**config.mk**
```make
export PLATFORM = sky130hd
export DESIGN_NAME = eeg_xram_rdr
export DESIGN_NICKNAME = d
export VERILOG_FILES = /design/src/rtl/eeg_xram_rdr.sv
export SDC_FILE = /design/constraint.sdc
export NUM_CORES = 1
export LEC_CHECK = 0
export CAP_MARGIN = 20
export CORE_UTILIZATION = 57
export CTS_BUF_LIST = sky130_fd_sc_hd__clkbuf_8
export DETAILED_ROUTE_END_ITERATION = 6
export PLACE_DENSITY = 0.88
export SYNTH_ARGS = -nofsm -noshare
export SYNTH_HDL_FRONTEND = slang
export SYNTH_SLANG_ARGS = --single-unit
```
**constraint.sdc**
```tcl
create_clock -name clk -period 3.8 [get_ports clk]
set_input_delay 0.76 -clock clk [delete_from_list [all_inputs] [get_ports clk]]
set_output_delay 0.76 -clock clk [all_outputs]
set_load 0.005 [all_outputs]
```
**src/rtl/eeg_xram_rdr.sv**
```systemverilog
// ---------------------------------------------------------------------------
// eeg_xram_rdr
//
// Strided read engine for an external XRAM. A job is posted through the
// CFG handshake (start address, word count minus one, address increment).
// The engine issues LEN+1 read addresses (BASE, BASE+STRIDE, ... wrapping
// modulo 2^XRAM_ADD_AW). It buffers the returned words in a 2-entry FIFO
// and streams them out in order. DONE pulses once the last word has left
// the OUT port.
//
// Ports
//   clk, rst_n                  clock, asynchronous active-low reset
//   CFG_VLD / CFG_RDY           job handshake (CFG_RDY high only when idle)
//   CFG_BASE/CFG_LEN/CFG_STRIDE job parameters, latched on acceptance
//   XRAM_ADD_*                  read-address request (VLD/LST/RDY/ADD)
//   XRAM_DAT_*                  read-data return (VLD/LST/RDY/DAT)
//   OUT_*                       downstream stream (VLD/LST/RDY/DAT)
//   BUSY                        a job is in progress
//   DONE                        one-cycle pulse after the last word is popped
// ---------------------------------------------------------------------------
module eeg_xram_rdr #(
    parameter int XRAM_ADD_AW = 12,
    parameter int XRAM_DAT_DW = 8
) (
    input  logic                   clk,
    input  logic                   rst_n,

    input  logic                   CFG_VLD,
    output logic                   CFG_RDY,
    input  logic [XRAM_ADD_AW-1:0] CFG_BASE,
    input  logic [XRAM_ADD_AW-1:0] CFG_LEN,
    input  logic [XRAM_ADD_AW-1:0] CFG_STRIDE,

    output logic                   XRAM_ADD_VLD,
    output logic                   XRAM_ADD_LST,
    input  logic                   XRAM_ADD_RDY,
    output logic [XRAM_ADD_AW-1:0] XRAM_ADD_ADD,

    input  logic                   XRAM_DAT_VLD,
    input  logic                   XRAM_DAT_LST,
    output logic                   XRAM_DAT_RDY,
    input  logic [XRAM_DAT_DW-1:0] XRAM_DAT_DAT,

    output logic                   OUT_VLD,
    output logic                   OUT_LST,
    input  logic                   OUT_RDY,
    output logic [XRAM_DAT_DW-1:0] OUT_DAT,

    output logic                   BUSY,
    output logic                   DONE
);

    localparam logic [XRAM_ADD_AW-1:0] IDX_ONE = XRAM_ADD_AW'(1);
    localparam int                     FW      = XRAM_DAT_DW + 1;

    typedef enum logic [1:0] {
        S_IDLE  = 2'd0,
        S_ISSUE = 2'd1,
        S_DRAIN = 2'd2
    } state_t;

    state_t                 state_q;
    logic [XRAM_ADD_AW-1:0] addr_q;
    logic [XRAM_ADD_AW-1:0] idx_q;
    logic [XRAM_ADD_AW-1:0] len_q;
    logic [XRAM_ADD_AW-1:0] stride_q;
    logic                   done_q;

    logic [1:0]             cnt_q, cnt_d;
    logic                   wr_ptr_q, wr_ptr_d;
    logic                   rd_ptr_q, rd_ptr_d;
    logic [FW-1:0]          fifo_q [2];
    logic [FW-1:0]          head;

    logic                   add_fire;
    logic                   push;
    logic                   pop;

    // Control outputs are plain decodes of the state register.
    assign CFG_RDY      = (state_q == S_IDLE);
    assign BUSY         = (state_q != S_IDLE);
    assign XRAM_ADD_VLD = (state_q == S_ISSUE);
    assign XRAM_ADD_LST = XRAM_ADD_VLD && (idx_q == len_q);
    assign XRAM_ADD_ADD = addr_q;
    assign DONE         = done_q;
    assign add_fire     = XRAM_ADD_VLD && XRAM_ADD_RDY;

    // The XRAM ties its address-ready to our data-ready. So a full FIFO
    // also stops address issue, and the XRAM holds at most one extra word.
    assign XRAM_DAT_RDY = (cnt_q < 2'd2);
    assign push         = XRAM_DAT_VLD && XRAM_DAT_RDY;
    assign OUT_VLD      = (cnt_q != 2'd0);
    assign pop          = OUT_VLD && OUT_RDY;
    assign head         = fifo_q[rd_ptr_q];
    assign OUT_DAT      = head[XRAM_DAT_DW-1:0];
    assign OUT_LST      = head[XRAM_DAT_DW];

    // Job FSM. The address is a running accumulator: each accepted request
    // adds STRIDE, and the add wraps naturally at the register width.
    always_ff @(posedge clk or negedge rst_n) begin
        if (!rst_n) begin
            state_q  <= S_IDLE;
            addr_q   <= '0;
            idx_q    <= '0;
            len_q    <= '0;
            stride_q <= '0;
            done_q   <= 1'b0;
        end else begin
            done_q <= 1'b0;
            case (state_q)
                S_IDLE: begin
                    if (CFG_VLD) begin
                        state_q  <= S_ISSUE;
                        addr_q   <= CFG_BASE;
                        idx_q    <= '0;
                        len_q    <= CFG_LEN;
                        stride_q <= CFG_STRIDE;
                    end
                end
                S_ISSUE: begin
                    if (add_fire) begin
                        addr_q <= addr_q + stride_q;
                        idx_q  <= idx_q + IDX_ONE;
                        if (idx_q == len_q) begin
                            state_q <= S_DRAIN;
                        end
                    end
                end
                S_DRAIN: begin
                    // The word tagged LST is always the final one of the job.
                    if (pop && OUT_LST) begin
                        state_q <= S_IDLE;
                        done_q  <= 1'b1;
                    end
                end
                default: begin
                    state_q <= S_IDLE;
                end
            endcase
        end
    end

    // FIFO pointer and occupancy next-state. A push and a pop in the same
    // cycle leave the count unchanged.
    always_comb begin
        cnt_d    = cnt_q;
        wr_ptr_d = wr_ptr_q;
        rd_ptr_d = rd_ptr_q;
        if (push) begin
            wr_ptr_d = ~wr_ptr_q;
        end
        if (pop) begin
            rd_ptr_d = ~rd_ptr_q;
        end
        if (push && !pop) begin
            cnt_d = cnt_q + 2'd1;
        end else if (!push && pop) begin
            cnt_d = cnt_q - 2'd1;
        end
    end

    // FIFO storage. Entries are cleared on reset so OUT_DAT/OUT_LST read 0.
    always_ff @(posedge clk or negedge rst_n) begin
        if (!rst_n) begin
            cnt_q    <= 2'd0;
            wr_ptr_q <= 1'b0;
            rd_ptr_q <= 1'b0;
            fifo_q   <= '{default: '0};
        end else begin
            cnt_q    <= cnt_d;
            wr_ptr_q <= wr_ptr_d;
            rd_ptr_q <= rd_ptr_d;
            if (push) begin
                fifo_q[wr_ptr_q] <= {XRAM_DAT_LST, XRAM_DAT_DAT};
            end
        end
    end

endmodule
```
Yosys cells after proc, flatten, opt, wreduce, memory -nomap -nowiden

Index checks and enable logic that the tools add are counted.

Bitwise logic cells: 4
$lt $le $gt $ge: 4
Eq/ne operators: 7
$add $sub $neg: 4
Reduce and logical (&&, ||, !) cells: 18
Muxes and demuxes: 21

Operators by type and width:

| operator                                                    | count |
|---|---|
| 2-to-1 mux 12 bit                                           | 4 |
| case mux 12 bit (2 select lines)                            | 2 |
| 2-to-1 mux 9 bit                                            | 4 |
| bitwise mux 18 bit                                          | 1 |
| adder 12 x 1 -> 12 bit (second input constant)              | 1 |
| adder 12 bit                                                | 1 |
| == test 12 bit                                              | 1 |
| 2-to-1 mux 2 bit                                            | 6 |
| demux 9 bit (select 1 bit)                                  | 1 |
| logical AND 1 bit                                           | 8 |
| nonzero test 2 bit                                          | 4 |
| case mux 2 bit (3 select lines)                             | 1 |
| >= comparator 2 bit (second input constant)                 | 2 |
| != test 2 x 1 -> 1 bit (second input constant)              | 2 |
| != test 2 bit (second input constant)                       | 2 |
| NOT 1 -> 2 bit                                              | 2 |
| AND reduction 4 bit                                         | 1 |
| AND reduction 3 bit                                         | 1 |
| adder 2 x 1 -> 2 bit (second input constant)                | 1 |
| == test 2 x 1 -> 1 bit (second input constant)              | 1 |
| == test 2 bit (second input constant)                       | 1 |
| logical NOT 1 bit                                           | 2 |
| logical NOT 2 bit                                           | 1 |
| less-than comparator 2 x 1 -> 1 bit (second input constant) | 1 |
| 5 further kinds                                             | 7 |

Input port bits: 51
Bits in registers: 73
Output and inout bits: 28
Logic and storage cells: 69

Logic depth before layout (Yosys ltp)

Gate-level depths: netlist (run 1).

Depth in word-level cells: 7
Mapped depth: 9
Mapped depth without buffers: 9

Least setup slack after synthesis (run 1)

OpenSTA, ideal clock, no wires.

Kind: flip-flop to flip-flop
Start: reg addr_q[0], in the netlist XRAM_ADD_ADD[0]
End: reg addr_q[10], in the netlist XRAM_ADD_ADD[10]
Stages on the path, launching flop included: 10
Data required time: 3678 ps
Path slack: 1786 ps
Clock period less this slack: 2014 ps
Buffers on the path: 0
Setup time: 122 ps
Arrival time: 1892 ps
Cells stage by stage: dfrtp_1 ha_1 inv_1 fa_1 nor2b_4 nor3_2 o21a_2 nor2_1 or4_1 a32o_1

Longest elaborated chain between the ends: 3

Ends and longest elaborated chain:

| what                             | line | source |
|---|---|---|
| start: declaration               | 63   | `logic [XRAM_ADD_AW-1:0] addr_q;` |
| start signal: assignment         | 122  | `addr_q <= addr_q + stride_q;` |
| adder 12 bit                     | 122  |  |
| 2-to-1 mux 12 bit                | 121  | `if (add_fire) begin` |
| case mux 12 bit (2 select lines) | 110  | `case (state_q)` |

No other way between the ends. The select of a mux whose other input is x is not followed.
A chain may end at the register's enable or synchronous reset.

Worst setup path after layout (run 1)

Start: reg state_q[1]
End: out XRAM_ADD_LST

Longest elaborated chain between the ends: 2

Ends and longest elaborated chain:

| what                     | line | source |
|---|---|---|
| start: declaration       | 62   | `state_t state_q;` |
| start signal: assignment | 102  | `state_q <= S_IDLE;` |
| start signal: assignment | 113  | `state_q <= S_ISSUE;` |
| start signal: assignment | 125  | `state_q <= S_DRAIN;` |
| == test 2 x 1 -> 1 bit   | 82   | `assign XRAM_ADD_VLD = (state_q == S_ISSUE);` |
| logical AND 1 bit        | 83   | `assign XRAM_ADD_LST = XRAM_ADD_VLD && (idx_q == len_q);` |
| end: declaration         | 35   | `output logic XRAM_ADD_LST,` |

No other way between the ends.

==> results of run 1 <==
-- through the flow --
| step | hold WS [ps] | worst slack [ps] |
|---|---|---|
| 6_report | 434 | 799 |
| 3_3_place_gp | 468 | 1150 |
| 5_1_grt | 482 | 663 |
| 3_5_place_dp | 490 | 1060 |
| 2_1_floorplan | 459 | 1790 |
| 4_1_cts | 454 | 799 |
-- cell type report --
cell class | count | area, µm²
clock buffers | 10 | 138
clock inverters | 6 | 90.1
fillers | 410 | 1330
inverters | 6 | 22.5
multi-input cells | 235 | 1790
flip-flops and latches | 73 | 1830
well taps | 75 | 93.8
repair buffers | 83 | 813
-- layer usage --
metal	track usage	wire, µm	part of all wire
met5	0	0	0
met4	0.105	159	0.019
met3	0.0495	540	0.063
met2	0.479	4210	0.49
met1	0.356	3630	0.42
-- where the power goes --
part / internal (mW) / leakage (nW) / switching (mW)
logic: 1.16 / 1.06 / 0.973
clock network: 0.390 / 0.113 / 0.306
registers: 1.13 / 0.881 / 0.288
total: 2.68 / 2.05 / 1.57
-- cell usage after synthesis (2+ instances only) --
cell type	number
xnor2_1	20
and3_1	3
o21ai_1	6
a21o_1	4
o21ai_0	2
and4_1	2
nand2_1	26
or3_1	2
a21oi_1	20
clkbuf_1	4
xor2_1	15
mux2_1	26
o211ai_1	2
buf_2	9
mux2_2	24
nand4_1	7
nand3_1	6
dfrtp_1	73
inv_1	5
o22ai_1	2
nor3_1	2
nor4_1	2
a31oi_1	6
nor2_1	23
and2_1	2
ha_1	13
mux2i_1	2
nor2b_1	3
-- worst reg2reg max path: cells and delay by family (launching register included) --
kind	cells	cell delay [ps]
buf+inv	1	280
compound gates	3	500
simple gates	2	910
flops	1	410
-- registers in the layout, summed over array words and instances, names as in the netlist, 2 cells and up --
| signal | flops |
|---|---|
| fifo_q | 18 |
| state_q | 2 |
| idx_q | 12 |
| stride_q | 12 |
| cnt_q | 2 |
| len_q | 12 |
| XRAM_ADD_ADD | 12 |
-- how the worst min path moves through the flow --
stage               startpoint               to  slack [ps]  depth (start not counted)
floorplan                rst_n             DONE         460                          0
global placement     fifo_q[2]        fifo_q[2]         470                          1
detailed placement   fifo_q[0]        fifo_q[0]         490                          1
CTS                      rst_n  XRAM_ADD_ADD[3]         450                          1
global route             rst_n  XRAM_ADD_ADD[3]         480                          1
finish                   rst_n  XRAM_ADD_ADD[3]         430                          1
-- cell families after synthesis --
| family | count (synthesis) | synth area share |
|---|---|---|
| flops | 73 | 0.494 |
| xor+xnor | 35 | 0.0830 |
| buf+inv | 19 | 0.0223 |
| fa+ha+maj | 14 | 0.0494 |
| compound gates | 49 | 0.0799 |
| mux | 52 | 0.158 |
| simple gates | 85 | 0.113 |
==> reports/results.txt, run 1 <==
Layout Skew - 5.41 ps
Initial antenna violation count - 0
CP Launch Type - flop
Power Total - 4.25 mW
Area grow syn2layout - 29.1%
Worst reg2reg path endpoint - XRAM_ADD_ADD[10]
Number of stages on the worst setup path - 3
Slew @ Worst Pin - 832 ps
Per-cell routed wire length - 17.5 µm
Power Density - 891 nW/µm²
First-pass GRT wire length - 13.9 mm
Number of vias in the routed layout - 2822
Synth Warn # - 0
Peak supply drop - 0.000538 V
Commonest non-fill, non-tap cell in the layout - clkdlybuf4s50_1
# setup viols final - 0
Clock Path Buffers - 2
Clk Latency, worst-skew pair - 350 ps
Buffers plus inverters on the worst setup path - 1
I/O pin count - 79
GRT Total Usage - 0.280
Non-filler instance count after layout - 488
P_leak - 2.05 nW
Max cap viols - 0
Core area - 6100 µm²
Final nets - 473
Drt via density - 5.78
Total Wirelength - 8.54 mm
Port bufs - 78
Grt ovf - 0
CTS Hold Bufs - 0
Cells after DPL - 472
Clock Pin Slew Worst Setup and Hold Paths - 80 ps
Final RePlAce weighted congestion - 0.888
Iter 0 DRT Violations - 185
Crit path required time - 3040 ps
Ant diodes - 0
Row cnt - 28
Worst setup path end - XRAM_ADD_LST
Finished Core Util - 0.782
Slew HR - 0.444
Top cell type by total area after synthesis - dfrtp_1
F_max - 0.333 GHz
TritonRoute pass-1 iters - 4
Post-CTS setup repair buffer count - 0
Crit-path slowest cell - clkdlybuf4s50_1
Die H - 82.5 µm
Clock sinks - 73
Final hold vios - 0
CP peak stage delay - 560 ps
Minimum clock period - 3000 ps
Fin. max-slew vios - 0
Net Count, Synth - 392
Top cells by area, synth - dfrtp_1, mux2_1, mux2_2
Sequential element share of the synthesized area - 0.494
WP data arrival - 2240 ps
Root Driver - clkbuf_8
Vias in the first global route - 2956
Pin count of the biggest net entering global routing - 31
CTS tree - built
Worst-path cell chain - nand2b_1 -> nor4_1 -> clkdlybuf4s50_1
RSZ-0062 raised after global routing - false
Worst Setup SP - state_q[1]
Worst-path fanout max - 15
HP Class - in -> async
Reg2reg setup slack - 1610 ps
R2R cell count - 6
Worst r2r src - state_q[1]
Area of placed instances - 4540 µm²
Synth cell types - 44
Top cell type's share of synthesized area - 0.494
Top FF cell, synth - dfrtp_1
Cts repair resizes - 0
Antenna-violating nets left - 0
Fin crit share - 0.790
Initial Util - 0.606
Number of synthesized flops with an enable pin - 0
Synthesized area - 3690 µm²
Die width - 82.5 µm
DRC - 0
Most frequent cells in the layout - clkdlybuf4s50_1, dfrtp_1, nand2_1, mux2_1, mux2_2
Crit end category - primary output
Setup TNS - 0 ps
Worst path top cell family by delay - simple AND/OR/NAND/NOR gates
Area of the die - 6810 µm²
Share of cells above drive strength 1 - 0.123
Status - complete, no violations
Crit Path Category - reg -> out
Syn Inst Count - 327
HPWL after detailed placement - 5.82 mm
Asr flop ratio synth - 1.00
Fin area - 4770 µm²
TritonCTS Buffers - 9
Seq cells post-synth - 73
CTS H-tree depth - 3
Synth Area per Inst - 11.3 µm²
No activity file was read; power rests on OpenSTA's default activity.
==> run 2, diff against run 1 <==
Settings changed: CORE_UTILIZATION 57 to 53, PLACE_DENSITY 0.88 to 0.83.
Clock period 3.8 ns to 3 ns, I/O delays scaled along.
==> reports/results.txt, run 2 (synthesis gave the netlist of run 1 again) <==
Status - complete, no violations (unchanged)
TritonCTS Buffers - 9 (unchanged)
F_max - 0.385 GHz
First-pass GRT wire length - 13.1 mm (was 13.9 mm)
Layout Skew - 9.84 ps (was 5.41 ps)
Worst path top cell family by delay - buffers and inverters (was simple AND/OR/NAND/NOR gates)
Largest register FFs - 18 (unchanged)
Vias in the first global route - 2664 (was 2956)
Number of vias in the routed layout - 2707 (was 2822)
Port bufs - 78 (unchanged)
CTS Hold Bufs - 0 (unchanged)
CP Launch Type - flop (unchanged)
Drt via density - 5.49 (was 5.78)
Clk Latency, worst-skew pair - 350 ps (about the same)
Clock Path Buffers - 2 (unchanged)
Area grow syn2layout - 30.2% (was 29.1%)
Root Driver - clkbuf_8 (unchanged)
Core area - 6760 µm² (was 6100 µm²)
Commonest non-fill, non-tap cell in the layout - clkdlybuf4s50_1 (unchanged)
Area of the die - 7310 µm² (was 6810 µm²)
Antenna-violating nets left - 0 (unchanged)
Final hold vios - 0 (unchanged)
Post-CTS setup repair buffer count - 0 (unchanged)
CTS tree - built (unchanged)
Initial Util - 0.547 (was 0.606)
I/O pin count - 79 (unchanged)
Row cnt - 30 (was 28)
Crit path required time - 2400 ps (was 3040 ps)
Reg2reg setup slack - 870 ps (was 1610 ps)
Setup TNS - 0 ps (unchanged)
Per-cell routed wire length - 16.0 µm (was 17.5 µm)
Fin crit share - 0.866
Crit end category - primary output (unchanged)
Share of cells above drive strength 1 - 0.123 (unchanged)
Crit-path slowest cell - clkdlybuf4s50_1 (unchanged)
Fin. max-slew vios - 0 (unchanged)
Cts repair resizes - 0 (unchanged)
Buffers plus inverters on the worst setup path - 1 (unchanged)
Clock Pin Slew Worst Setup and Hold Paths - 80 ps (about the same)
Ant diodes - 0 (unchanged)
Slew @ Worst Pin - 775 ps (was 832 ps)
# setup viols final - 0 (unchanged)
Worst-path fanout max - 3 (was 15)
Die width - 85.5 µm (was 82.5 µm)
Iter 0 DRT Violations - 107 (was 185)
Die H - 85.5 µm (was 82.5 µm)
WP data arrival - 2000 ps (was 2240 ps)
GRT Total Usage - 0.234 (was 0.280)
P_leak - 2.07 nW (was 2.05 nW)
HP Class - in -> async (unchanged)
Worst-path cell chain - xnor2_1 -> nand4_1 -> nor4_1 -> clkdlybuf4s50_1 (was nand2b_1 -> nor4_1 -> clkdlybuf4s50_1)
Final nets - 473 (unchanged)
Final RePlAce weighted congestion - 0.822 (was 0.888)
Minimum clock period - 2600 ps
Pin count of the biggest net entering global routing - 42 (was 31)
CP peak stage delay - 570 ps (was 560 ps)
TritonRoute pass-1 iters - 4 (unchanged)
RSZ-0062 raised after global routing - false (unchanged)
Power Density - 1120 nW/µm² (was 891 nW/µm²)
Total Wirelength - 7.91 mm (was 8.54 mm)
Max cap viols - 0 (unchanged)
HPWL after detailed placement - 5.75 mm (was 5.82 mm)
DRC - 0 (unchanged)
Clock sinks - 73 (unchanged)
CTS H-tree depth - 3 (unchanged)
Grt ovf - 0 (unchanged)
Power Total - 5.40 mW (was 4.25 mW)
Initial antenna violation count - 0 (unchanged)
Crit Path Category - reg -> out (unchanged)
Most frequent cells in the layout - clkdlybuf4s50_1, dfrtp_1, nand2_1, mux2_1, mux2_2 (unchanged)
Peak supply drop - 0.000590 V (was 0.000538 V)
Slew HR - 0.484 (was 0.444)
Register with the most flip-flops - fifo_q (unchanged)
run 2: worst paths after layout:
path | start | end | cells past startpoint
setup / recovery | idx_q[8] | XRAM_ADD_LST | 4
hold / removal | rst_n | stride_q[5] | 1
setup reg to reg | XRAM_ADD_ADD[0] | XRAM_ADD_ADD[10] | 9
hold reg to reg | fifo_q[0] | fifo_q[0] | 1
max in group asynchronous | rst_n | state_q[0] | 2
min in group clk | fifo_q[0] | fifo_q[0] | 1
run 2: power by group:
| group | switching (mW) | internal [mW] |
|---|---|---|
| clock | 0.386 | 0.562 |
| combinational | 1.19 | 1.48 |
| sequential | 0.349 | 1.43 |
| total | 1.93 | 3.47 |
run 2: area by class of cell:
type / count / area, µm²
timing repair buffer: 83 / 826
inverter: 6 / 22.5
tap: 80 / 100
clock inverter: 7 / 126
fill: 515 / 1950
multi-input combinational: 235 / 1790
sequential: 73 / 1830
clock buffer: 9 / 124
run 2: routing by layer:
metal | vias up | GRT usage | part of all wire
met5 | - | 0 | 0
met4 | 0 | 0.0909 | 0.019
met3 | 15 | 0.0491 | 0.053
met2 | 73 | 0.375 | 0.47
met1 | 1311 | 0.314 | 0.45
li1 | 1308 | - | -
run 2: metrics by stage:
stage          worst slack, ps  area [µm²]  cells  hold WS [ps]  utilization
6_report                   403        4810    493           321        0.712
5_1_grt                    234        4810    493           384        0.712
4_1_cts                    389        4810    493           334        0.712
3_5_place_dp               686        4560    477           475        0.675
3_3_place_gp               729        4560    477           469        0.675
2_1_floorplan              986        3690    327           304            -
run 2: worst register-to-register path, cell delays in order, from the launching register on:
cell and delay [ps]:
dfrtp_1 410, ha_1 220, inv_1 70, fa_1 230
nor2b_4 70, nor3_2 100, o21a_2 180, nor2_1 60
or4_1 460, a32o_1 230
==> run 3, diff against run 2 <==
Settings changed: PLACE_DENSITY 0.83 to 0.86.
==> reports/results.txt, run 3 (synthesis gave the netlist of run 1 again) <==
Status - complete, no violations (unchanged)
Finished Core Util - 0.706 (was 0.712)
Cells after DPL - 477 (unchanged)
Port bufs - 78 (unchanged)
Pin count of the biggest net entering global routing - 39 (was 42)
Row cnt - 30 (unchanged)
Worst r2r src - XRAM_ADD_ADD[0] (unchanged)
Layout Skew - 10.0 ps (was 9.84 ps)
Largest register FFs - 18 (unchanged)
First-pass GRT wire length - 13.5 mm (was 13.1 mm)
GRT Total Usage - 0.238 (was 0.234)
P_leak - 2.04 nW (was 2.07 nW)
Core area - 6760 µm² (unchanged)
CTS H-tree depth - 3 (unchanged)
Non-filler instance count after layout - 493 (unchanged)
CTS Hold Bufs - 0 (unchanged)
Crit path required time - 2400 ps (about the same)
Initial antenna violation count - 0 (unchanged)
Iter 0 DRT Violations - 212 (was 107)
RSZ-0062 raised after global routing - false (unchanged)
Die width - 85.5 µm (unchanged)
Vias in the first global route - 2812 (was 2664)
Per-cell routed wire length - 16.1 µm (was 16.0 µm)
Area of placed instances - 4570 µm² (was 4560 µm²)
Final nets - 473 (unchanged)
Cts repair resizes - 0 (unchanged)
HP Class - in -> async (unchanged)
TritonCTS Buffers - 9 (unchanged)
Worst-path fanout max - 6 (was 3)
Clk Latency, worst-skew pair - 350 ps (about the same)
Commonest non-fill, non-tap cell in the layout - clkdlybuf4s50_1 (unchanged)
Fin area - 4770 µm² (was 4810 µm²)
Register with the most flip-flops - fifo_q (unchanged)
Clock Pin Slew Worst Setup and Hold Paths - 80 ps (about the same)
Max cap viols - 0 (unchanged)
Worst Setup SP - idx_q[3] (was idx_q[8])
HPWL after detailed placement - 5.88 mm (was 5.75 mm)
Peak supply drop - 0.000545 V (was 0.000590 V)
Grt ovf - 0 (unchanged)
Drt via density - 5.63 (was 5.49)
Clock Path Buffers - 2 (unchanged)
Filler cells - 521 (was 515)
Sequential cell area - 1830 µm² (unchanged)
I/O pin count - 79 (unchanged)
Area of the die - 7310 µm² (unchanged)
CP Launch Type - flop (unchanged)
Total Wirelength - 7.95 mm (was 7.91 mm)
Minimum clock period - 2650 ps (was 2600 ps)
Area of the multi-input gates - 1790 µm² (unchanged)
Fin. max-slew vios - 0 (unchanged)
Slew HR - 0.450 (was 0.484)
Ant diodes - 0 (unchanged)
Crit end category - primary output (unchanged)
Setup ws final - 348 ps (was 403 ps)
Number of vias in the routed layout - 2774 (was 2707)
Antenna-violating nets left - 0 (unchanged)
DRC - 0 (unchanged)
Post-CTS setup repair buffer count - 0 (unchanged)
F_max - 0.377 GHz (was 0.385 GHz)
Area grow syn2layout - 29.1% (was 30.2%)
Fin crit share - 0.884 (was 0.866)
TritonRoute pass-1 iters - 4 (unchanged)
Crit Path Category - reg -> out (unchanged)
Slew @ Worst Pin - 825 ps (was 775 ps)
Share of cells above drive strength 1 - 0.121 (was 0.123)
Hold slack - 342 ps (was 321 ps)
Pre-CTS WS - 623 ps (was 686 ps)
Setup TNS - 0 ps (unchanged)
Initial Util - 0.547 (unchanged)
Power Total - 5.22 mW (was 5.40 mW)
WP data arrival - 2050 ps (was 2000 ps)
Die H - 85.5 µm (unchanged)
Root Driver - clkbuf_8 (unchanged)
Power Density - 1100 nW/µm² (was 1120 nW/µm²)
# setup viols final - 0 (unchanged)
Most frequent cells in the layout - clkdlybuf4s50_1, dfrtp_1, nand2_1, mux2_1, mux2_2 (unchanged)
Final RePlAce weighted congestion - 0.966 (was 0.822)
Clock sinks - 73 (unchanged)
CTS tree - built (unchanged)
Final hold vios - 0 (unchanged)
## run 3: worst paths after layout
check / to / slack (ps) / cells after the start
setup / recovery: XRAM_ADD_LST / 350 / 4
hold / removal: XRAM_ADD_ADD[5] / 340 / 1
setup reg to reg: XRAM_ADD_ADD[10] / 850 / 9
hold reg to reg: stride_q[8] / 500 / 1
max in group asynchronous: state_q[1] / 1990 / 2
min in group clk: stride_q[8] / 500 / 1
## run 3: power breakdown
group	total [mW]	internal [mW]	switching (mW)
logic	2.69	1.49	1.20
clock network	0.760	0.384	0.376
registers	1.78	1.43	0.343
total	5.22	3.30	1.92
## run 3: area by class of cell
| cell class | count | area share |
|---|---|---|
| inverters | 6 | 0.00472 |
| flip-flops and latches | 73 | 0.383 |
| multi-input cells | 235 | 0.374 |
| well taps | 80 | 0.0210 |
| repair buffers | 83 | 0.176 |
| clock buffers | 9 | 0.0260 |
| clock inverters | 7 | 0.0150 |
## run 3: worst max-delay path, stage by stage, from the launching register on
cell and delay [ps]:
dfrtp_1 460, xnor2_1 210, nand4_1 170, nor4_1 310
clkdlybuf4s50_1 560
## run 3: routing by layer
metal / up-vias / global-route usage / part of all wire
met2: 96 / 0.365 / 0.46
met1: 1352 / 0.330 / 0.45
met4: 0 / 0.102 / 0.016
met5: - / 0 / 0
met3: 11 / 0.0500 / 0.068
li1: 1315 / - / -
